`config.mk`:
```
export PLATFORM = sky130hd
export DESIGN_NAME = key_step_ctrl
export DESIGN_NICKNAME = d
export VERILOG_FILES = /design/src/rtl/key_step_ctrl.sv
export SDC_FILE = /design/constraint.sdc
export NUM_CORES = 1
export LEC_CHECK = 0
export ABC_AREA = 1
export CAP_MARGIN = 30
export CORE_ASPECT_RATIO = 1.2
export CORE_UTILIZATION = 40
export CTS_CLUSTER_DIAMETER = 100
export DETAILED_ROUTE_END_ITERATION = 10
export GPL_TIMING_DRIVEN = 0
export HOLD_SLACK_MARGIN = 0.06
export PLACE_DENSITY = 0.54
export SYNTH_ARGS = -nofsm -noshare
export SYNTH_HDL_FRONTEND = slang
export SYNTH_SLANG_ARGS = --single-unit
```
`constraint.sdc`:
```
create_clock -name Clock -period 3.15 [get_ports Clock]
set_input_delay 0.63 -clock Clock [delete_from_list [all_inputs] [get_ports Clock]]
set_output_delay 0.63 -clock Clock [all_outputs]
set_load 0.02 [all_outputs]
```
`src/rtl/key_step_ctrl.sv`:
```
// Step push-button conditioner: sync, debounce, press detect and STEP/RUN pulse generator.
// Optional build macro AUTO_REPEAT_EN adds hold-to-repeat stepping in STEP mode.
module key_step_ctrl #(
  parameter int SYNC_STAGES     = 2,
  parameter int DEBOUNCE_CYCLES = 500000,
  parameter int RUN_DIV         = 25000000,
  parameter int CNT_W           = 25
) (
  input  logic        Clock,
  input  logic        Reset,
  input  logic        KeyN,
  input  logic        RunSel,
  output logic        StepPulse,
  output logic        KeyLevel,
  output logic        Running,
  output logic [15:0] StepCount
);

  localparam logic [CNT_W-1:0] DB_LAST   = CNT_W'(DEBOUNCE_CYCLES - 1);
  localparam logic [CNT_W-1:0] RATE_LAST = CNT_W'(RUN_DIV - 1);

  typedef enum logic [1:0] {
    IDLE       = 2'd0,
    WAIT_REL   = 2'd1,
    RUN_ACTIVE = 2'd2
  } state_t;

  logic [SYNC_STAGES-1:0] key_sync;
  logic [SYNC_STAGES-1:0] run_sync;
  logic                   key_s;
  logic                   run_s;

  logic [CNT_W-1:0]       db_cnt;
  logic                   key_level_p1;
  logic                   level_d_p1;
  logic                   press_p2;

  state_t                 state;
  logic [CNT_W-1:0]       rate_cnt;
  logic                   step_pulse;
  logic                   running;
  logic [15:0]            step_count;

`ifdef AUTO_REPEAT_EN
  localparam int HOLD_CYCLES = DEBOUNCE_CYCLES * 50;
  localparam int HOLD_W      = $clog2(HOLD_CYCLES);
  localparam logic [HOLD_W-1:0] HOLD_LAST = HOLD_W'(HOLD_CYCLES - 1);

  logic [HOLD_W-1:0] hold_cnt;
  logic              repeating;
`endif

  // Synchronizer stage: key is inverted so the chain resets to "released"
  always_ff @(posedge Clock or posedge Reset) begin
    if (Reset) begin
      key_sync <= '0;
      run_sync <= '0;
    end else begin
      key_sync <= {key_sync[SYNC_STAGES-2:0], ~KeyN};
      run_sync <= {run_sync[SYNC_STAGES-2:0], RunSel};
    end
  end

  assign key_s = key_sync[SYNC_STAGES-1];
  assign run_s = run_sync[SYNC_STAGES-1];

  // Debounce stage: level accepted only after DEBOUNCE_CYCLES consecutive disagreements
  always_ff @(posedge Clock or posedge Reset) begin
    if (Reset) begin
      db_cnt       <= '0;
      key_level_p1 <= 1'b0;
    end else if (key_s == key_level_p1) begin
      db_cnt       <= '0;
    end else if (db_cnt == DB_LAST) begin
      db_cnt       <= '0;
      key_level_p1 <= key_s;
    end else begin
      db_cnt       <= db_cnt + 1'b1;
    end
  end

  // Press-edge stage
  always_ff @(posedge Clock or posedge Reset) begin
    if (Reset) begin
      level_d_p1 <= 1'b0;
      press_p2   <= 1'b0;
    end else begin
      level_d_p1 <= key_level_p1;
      press_p2   <= key_level_p1 & ~level_d_p1;
    end
  end

  // Step FSM stage: StepCount bumps on the same edge that raises StepPulse
  always_ff @(posedge Clock or posedge Reset) begin
    if (Reset) begin
      state      <= IDLE;
      rate_cnt   <= '0;
      step_pulse <= 1'b0;
      running    <= 1'b0;
      step_count <= '0;
`ifdef AUTO_REPEAT_EN
      hold_cnt   <= '0;
      repeating  <= 1'b0;
`endif
    end else begin
      step_pulse <= 1'b0;
`ifdef AUTO_REPEAT_EN
      if (state != WAIT_REL) begin
        hold_cnt  <= '0;
        repeating <= 1'b0;
      end
`endif
      case (state)
        IDLE: begin
          if (press_p2) begin
            if (run_s) begin
              state    <= RUN_ACTIVE;
              running  <= 1'b1;
              rate_cnt <= '0;
            end else begin
              state      <= WAIT_REL;
              step_pulse <= 1'b1;
              step_count <= step_count + 16'd1;
            end
          end
        end

        WAIT_REL: begin
          if (!key_level_p1) begin
            state <= IDLE;
`ifdef AUTO_REPEAT_EN
          end else if (!run_s) begin
            if (!repeating) begin
              if (hold_cnt == HOLD_LAST) begin
                repeating <= 1'b1;
                rate_cnt  <= '0;
              end else begin
                hold_cnt  <= hold_cnt + 1'b1;
              end
            end else if (rate_cnt == RATE_LAST) begin
              rate_cnt   <= '0;
              step_pulse <= 1'b1;
              step_count <= step_count + 16'd1;
            end else begin
              rate_cnt   <= rate_cnt + 1'b1;
            end
`endif
          end
        end

        RUN_ACTIVE: begin
          // Mode switch has priority over a stop press, and both suppress a wrap pulse
          if (!run_s) begin
            state   <= IDLE;
            running <= 1'b0;
          end else if (press_p2) begin
            state   <= WAIT_REL;
            running <= 1'b0;
          end else if (rate_cnt == RATE_LAST) begin
            rate_cnt   <= '0;
            step_pulse <= 1'b1;
            step_count <= step_count + 16'd1;
          end else begin
            rate_cnt <= rate_cnt + 1'b1;
          end
        end

        default: begin
          state   <= IDLE;
          running <= 1'b0;
        end
      endcase
    end
  end

  assign StepPulse = step_pulse;
  assign KeyLevel  = key_level_p1;
  assign Running   = running;
  assign StepCount = step_count;

endmodule
```
# After elaboration in Yosys (flattened, before gate mapping)
# Index checks and enable logic that the tools add are counted.
# classes
n_addsub,3
eq_ne,13
muxes,31
bitwise,5
n_reduce_logical,7
# ops
cell,count
two-way mux 25 bit,7
two-way mux 16 bit,5
"adder 25 x 1 -> 25 bit, second input constant",2
one-hot mux 25 bit (2 select lines),1
one-hot mux 16 bit (2 select lines),1
"== test 25 x 19 -> 1 bit, second input constant",1
"== test 25 bit, second input constant",1
"adder 16 x 1 -> 16 bit, second input constant",1
"inequality test 2 bit, second input constant",7
two-way mux 2 bit,5
two-way mux 1 bit,9
one-hot mux 2 bit (3 select lines),1
AND reduction 6 bit,1
AND reduction 5 bit,1
NOT 1 bit,4
AND reduction 4 bit,1
"inequality test 3 bit, second input constant",1
one-hot mux 1 bit (3 select lines),1
AND reduction 3 bit,1
"== test 2 x 1 -> 1 bit, second input constant",1
"== test 2 bit, second input constant",1
zero test 2 bit,1
one-hot mux 1 bit (2 select lines),1
AND reduction 2 bit,1
3 further kinds,3
# totals
reg_bits,77
inputBits,4
out_inout_bits,19
wordCells,70

# Depth between registers and ports, before layout
# depth
word_depth,5
depth_mapped,11

# Worst setup path after synthesis
# Ideal clock, no wire load.
# synth_timing
path_type,reg2reg
start,register step_count[0] (netlist: StepCount[0])
end,register step_count[14] (netlist: StepCount[14])
setup_time_ps,126
arrival_time_ps,1467
t_required_ps,3024
setup_slack_ps,1557
stages_incl_launch_ff,9
n_path_buf,0
synth_period_minus_slack_ps,1593
cell_sequence,dfrtp_1 ha_1 nand3_1 nor3_1 nand3_1 nand2_1 nand2_1 nand2_1 o21ai_0
# synth_via
elab_chain_cells,5
elab_cells_between_ends,7
cone_classes,add/sub (1); mux (6)
# synth_rtl
item,line_no,rtl
"start, declared",42,logic [15:0] step_count;
"start signal, assigned",123,step_count <= step_count + 16'd1;
"start signal, assigned",162,step_count <= step_count + 16'd1;
adder 16 x 1 -> 16 bit (*),"123, 162",
two-way mux 16 bit,159,end else if (rate_cnt == RATE_LAST) begin
two-way mux 16 bit,156,end else if (press_p2) begin
two-way mux 16 bit,153,if (!run_s) begin
one-hot mux 16 bit (2 select lines) (*),113,case (state)
# Mark *: on every way between the ends. The rest lies on a longest branch, timed or not. The select of a mux whose other input is x is not followed.
# A chain may end at the register's enable or synchronous reset.

# Worst setup path in the final report
# layout_timing
start,register key_level_p1 (netlist: KeyLevel)
end,output KeyLevel
# layout_lines
item,line_no,rtl
"start, declared",34,logic key_level_p1;
"start signal, assigned",76,key_level_p1 <= key_s;
"end, declared",14,"output logic KeyLevel,"
# No word-level cell between the ends.

==> flow_metrics.tcl <==
set metrics [dict create \
    status "finished, final reports clean" \
    area_growth_syn_to_layout_pct 16.2 \
    ioPinCount 23 \
    ir_worst_vdd_v 0.000234 \
    cts-resized-gates 0 \
    powerDensity_nw_per_um2 407 \
    clockRootBuffer "clkbuf_16" \
    die_h_um 116 \
    rows 41 \
    register_area_um2 1930 \
    design.core.area_um2 10600 \
    place.gp.congestion 0.893 \
    num-nets-final 629 \
    crit_chain "clkdlybuf4s50_1" \
    cp_slowest_stage_delay_ps 650 \
    vias_per_cell 4.87 \
    fmax_mhz 486 \
    cp_slowest_cell "clkdlybuf4s50_1" \
    path_delay_family "buffers and inverters" \
    final-setup-viol-count 0 \
    synth-seq-area-share_pct 44.1 \
    worst_ep_arrival_time_ps 1430 \
    ant_nets 0 \
    drt_iter0_drc 150 \
    multi_input_area_um2 2070 \
    fin_crit_sh_pct 65.3 \
    tightest_slew_ps 487 \
    max_slew_margin_pct 67.3 \
    skew_ps 8.09 \
    die_area_um2 11300 \
    grt_pass1_vias 3616 \
    cts-hold-fix-buffers 0 \
    cts_buffers 9 \
    fin_setup_tns_ps 0 \
    clock_latency_ps 340 \
    syn_avg_cell_area_um2 7.43 \
    synthCells 588 \
    r2r_start "db_cnt[0]$_DFF_PP0_" \
    syn_nets 595 \
    wl_um 9410 \
    ys_ff_latch 77 \
    drc 0 \
    start_util_pct 41.3 \
    syn_area_um2 4370 \
    fill_cells 1038 \
    ys_warn_count 0 \
    fin_util_pct 48.0 \
    fin_crit_ps 2060 \
    port_buffers 22 \
    hold_path.class "reg -> reg" \
    wl_per_cell_um 12.4 \
    rsz0062_at_grt "false" \
    diodes 0 \
    grt_remaining_overflow 0 \
    cp-endpoint "KeyLevel" \
    drive_above_1_share_pct 7.02 \
    cp-startpoint "KeyLevel$_DFFE_PP0P_" \
    timing.rr.end "db_cnt[15]$_DFF_PP0_" \
    ff2ff_path_depth 10 \
    dp_hpwl_um 7100 \
    cp.depth 1 \
    hold_depth 0 \
    cts_tree "built" \
    rrSetupSlack_ps 1370 \
    path_clk_slew_ps 60 \
    finalMaxSlewViolations 0 \
    cts.htree.levels 3 \
    grt_first_pass_wirelength_um 16500 \
    crit_buf_inv 1 \
    track_usage_pct 18.2 \
    grt_max_degree 58 \
    clk_path_buf_depth 2 \
    critPathMaxFanout 6 \
    path_class "reg -> out" \
    firstDrtPassIters 4 \
    min-delay-start "run_sync[0]$_DFF_PP0_" \
    clkSinkCount 77 \
    die_w_um 97.4 \
    start_kind "flip-flop" \
    cts_setup_buffers 0 \
    route.vias.total 3684 \
    hold_viol 0 \
    antenna_found_initial 0 \
    synth_cell_type_count 33 \
    cap_violations 0 \
    crit_required_ps 2520 \
    end_kind "output port" \
    leakagePower_nw 2.21 \
]
==> report_power, final <==
part	internal [W]	switching [W]	leakage [nW]
combinational	0.0000116	0.0000304	1.01
sequential	0.000995	0.00000416	1.06
clock	0.000633	0.000390	0.143
total	0.00164	0.000424	2.21
==> cells in the mapped netlist, drive strengths merged <==
cell	instances	area [um^2]
a211oi	1	7.51
a21oi	6	30.0
a31oi	2	12.5
and2	2	12.5
buf	5	56.3
clkbuf	1	3.75
clkinv	1	8.76
dfrtp	77	1930
ha	3	37.5
inv	81	304
nand2	149	606
nand3	38	208
nand3b	2	15.0
nand4	19	119
nor2	119	479
nor3	24	135
nor3b	2	15.0
o211a	1	10.0
o21ai	26	130
o21bai	1	7.51
or2	1	6.26
xnor2	2	17.5
xor2	25	219
==> cells by family after synthesis <==
logic type                 Yosys count  share of synthesized area (%)
adders and majority gates            3                          0.860
AOI/OAI and AO/OA                   37                           4.53
and+or+nand+nor                    356                           36.5
DFF                                 77                           44.1
buffers and inverters               88                           8.54
xor gates and xnor gates            27                           5.42
==> final cells by class <==
cell class | instances | area share (%)
repair buffers | 23 | 4.88
multi-input cells | 423 | 40.7
well taps | 129 | 3.18
clock buffers | 12 | 4.86
plain buffers | 6 | 1.18
flip-flops and latches | 77 | 38.0
inverters | 82 | 6.22
clock inverters | 4 | 0.937
==> cell usage in the layout, fill, tap and decap left out, types with 3 or more instances in the layout <==
| master | netlist | routed |
|---|---|---|
| ha_1 | 3 | 3 |
| nor3_2 | 3 | 3 |
| nand2_1 | 140 | 140 |
| nor3_1 | 21 | 21 |
| nor2_2 | 4 | 4 |
| nand4_1 | 19 | 19 |
| xor2_1 | 25 | 25 |
| nand3_1 | 36 | 36 |
| clkdlybuf4s50_1 | 0 | 22 |
| clkbuf_1 | 1 | 3 |
| nor2_1 | 112 | 112 |
| clkbuf_16 | 0 | 9 |
| nor2_4 | 3 | 3 |
| inv_1 | 80 | 79 |
| o21ai_0 | 22 | 22 |
| buf_6 | 5 | 5 |
| nand2_2 | 6 | 6 |
| o21ai_1 | 4 | 4 |
| dfrtp_1 | 77 | 77 |
| a21oi_1 | 6 | 6 |
==> state kept, by name, indices dropped and copies added, names as in the netlist <==
| signal | count |
|---|---|
| KeyLevel | 1 |
| Running | 1 |
| StepCount | 16 |
| StepPulse | 1 |
| db_cnt | 25 |
| key_sync | 2 |
| level_d_p1 | 1 |
| press_p2 | 1 |
| rate_cnt | 25 |
| run_sync | 2 |
| state | 2 |
==> routing by layer <==
layer / GRT usage (%) / vias to the layer above / share of wire (%)
met1: 22.7 / 1704 / 47
met4: 8.04 / 0 / 1.9
met5: 0 / - / 0
li1: - / 1917 / -
met2: 31.4 / 48 / 48
met3: 2.99 / 15 / 2.5
==> through the flow <==
step	worst slack, ps	area [um^2]	total power, W	std cells	hold WS, ps
2_1_floorplan	553	4370	0.00104	588	331
3_3_place_gp	-785	4750	0.00106	739	333
3_5_place_dp	1370	4780	0.00106	740	336
4_1_cts	1050	5070	0.00210	756	350
5_1_grt	1010	5070	0.00214	756	358
6_report	1090	5070	0.00206	756	347
==> worst min path at each step <==
stage                                  to
floorplan           key_sync[1]$_DFF_PP0_
global route        run_sync[1]$_DFF_PP0_
CTS                 run_sync[1]$_DFF_PP0_
detailed placement  run_sync[1]$_DFF_PP0_
global placement    run_sync[1]$_DFF_PP0_
finish              run_sync[1]$_DFF_PP0_
Power figures use the tool's default switching activity.
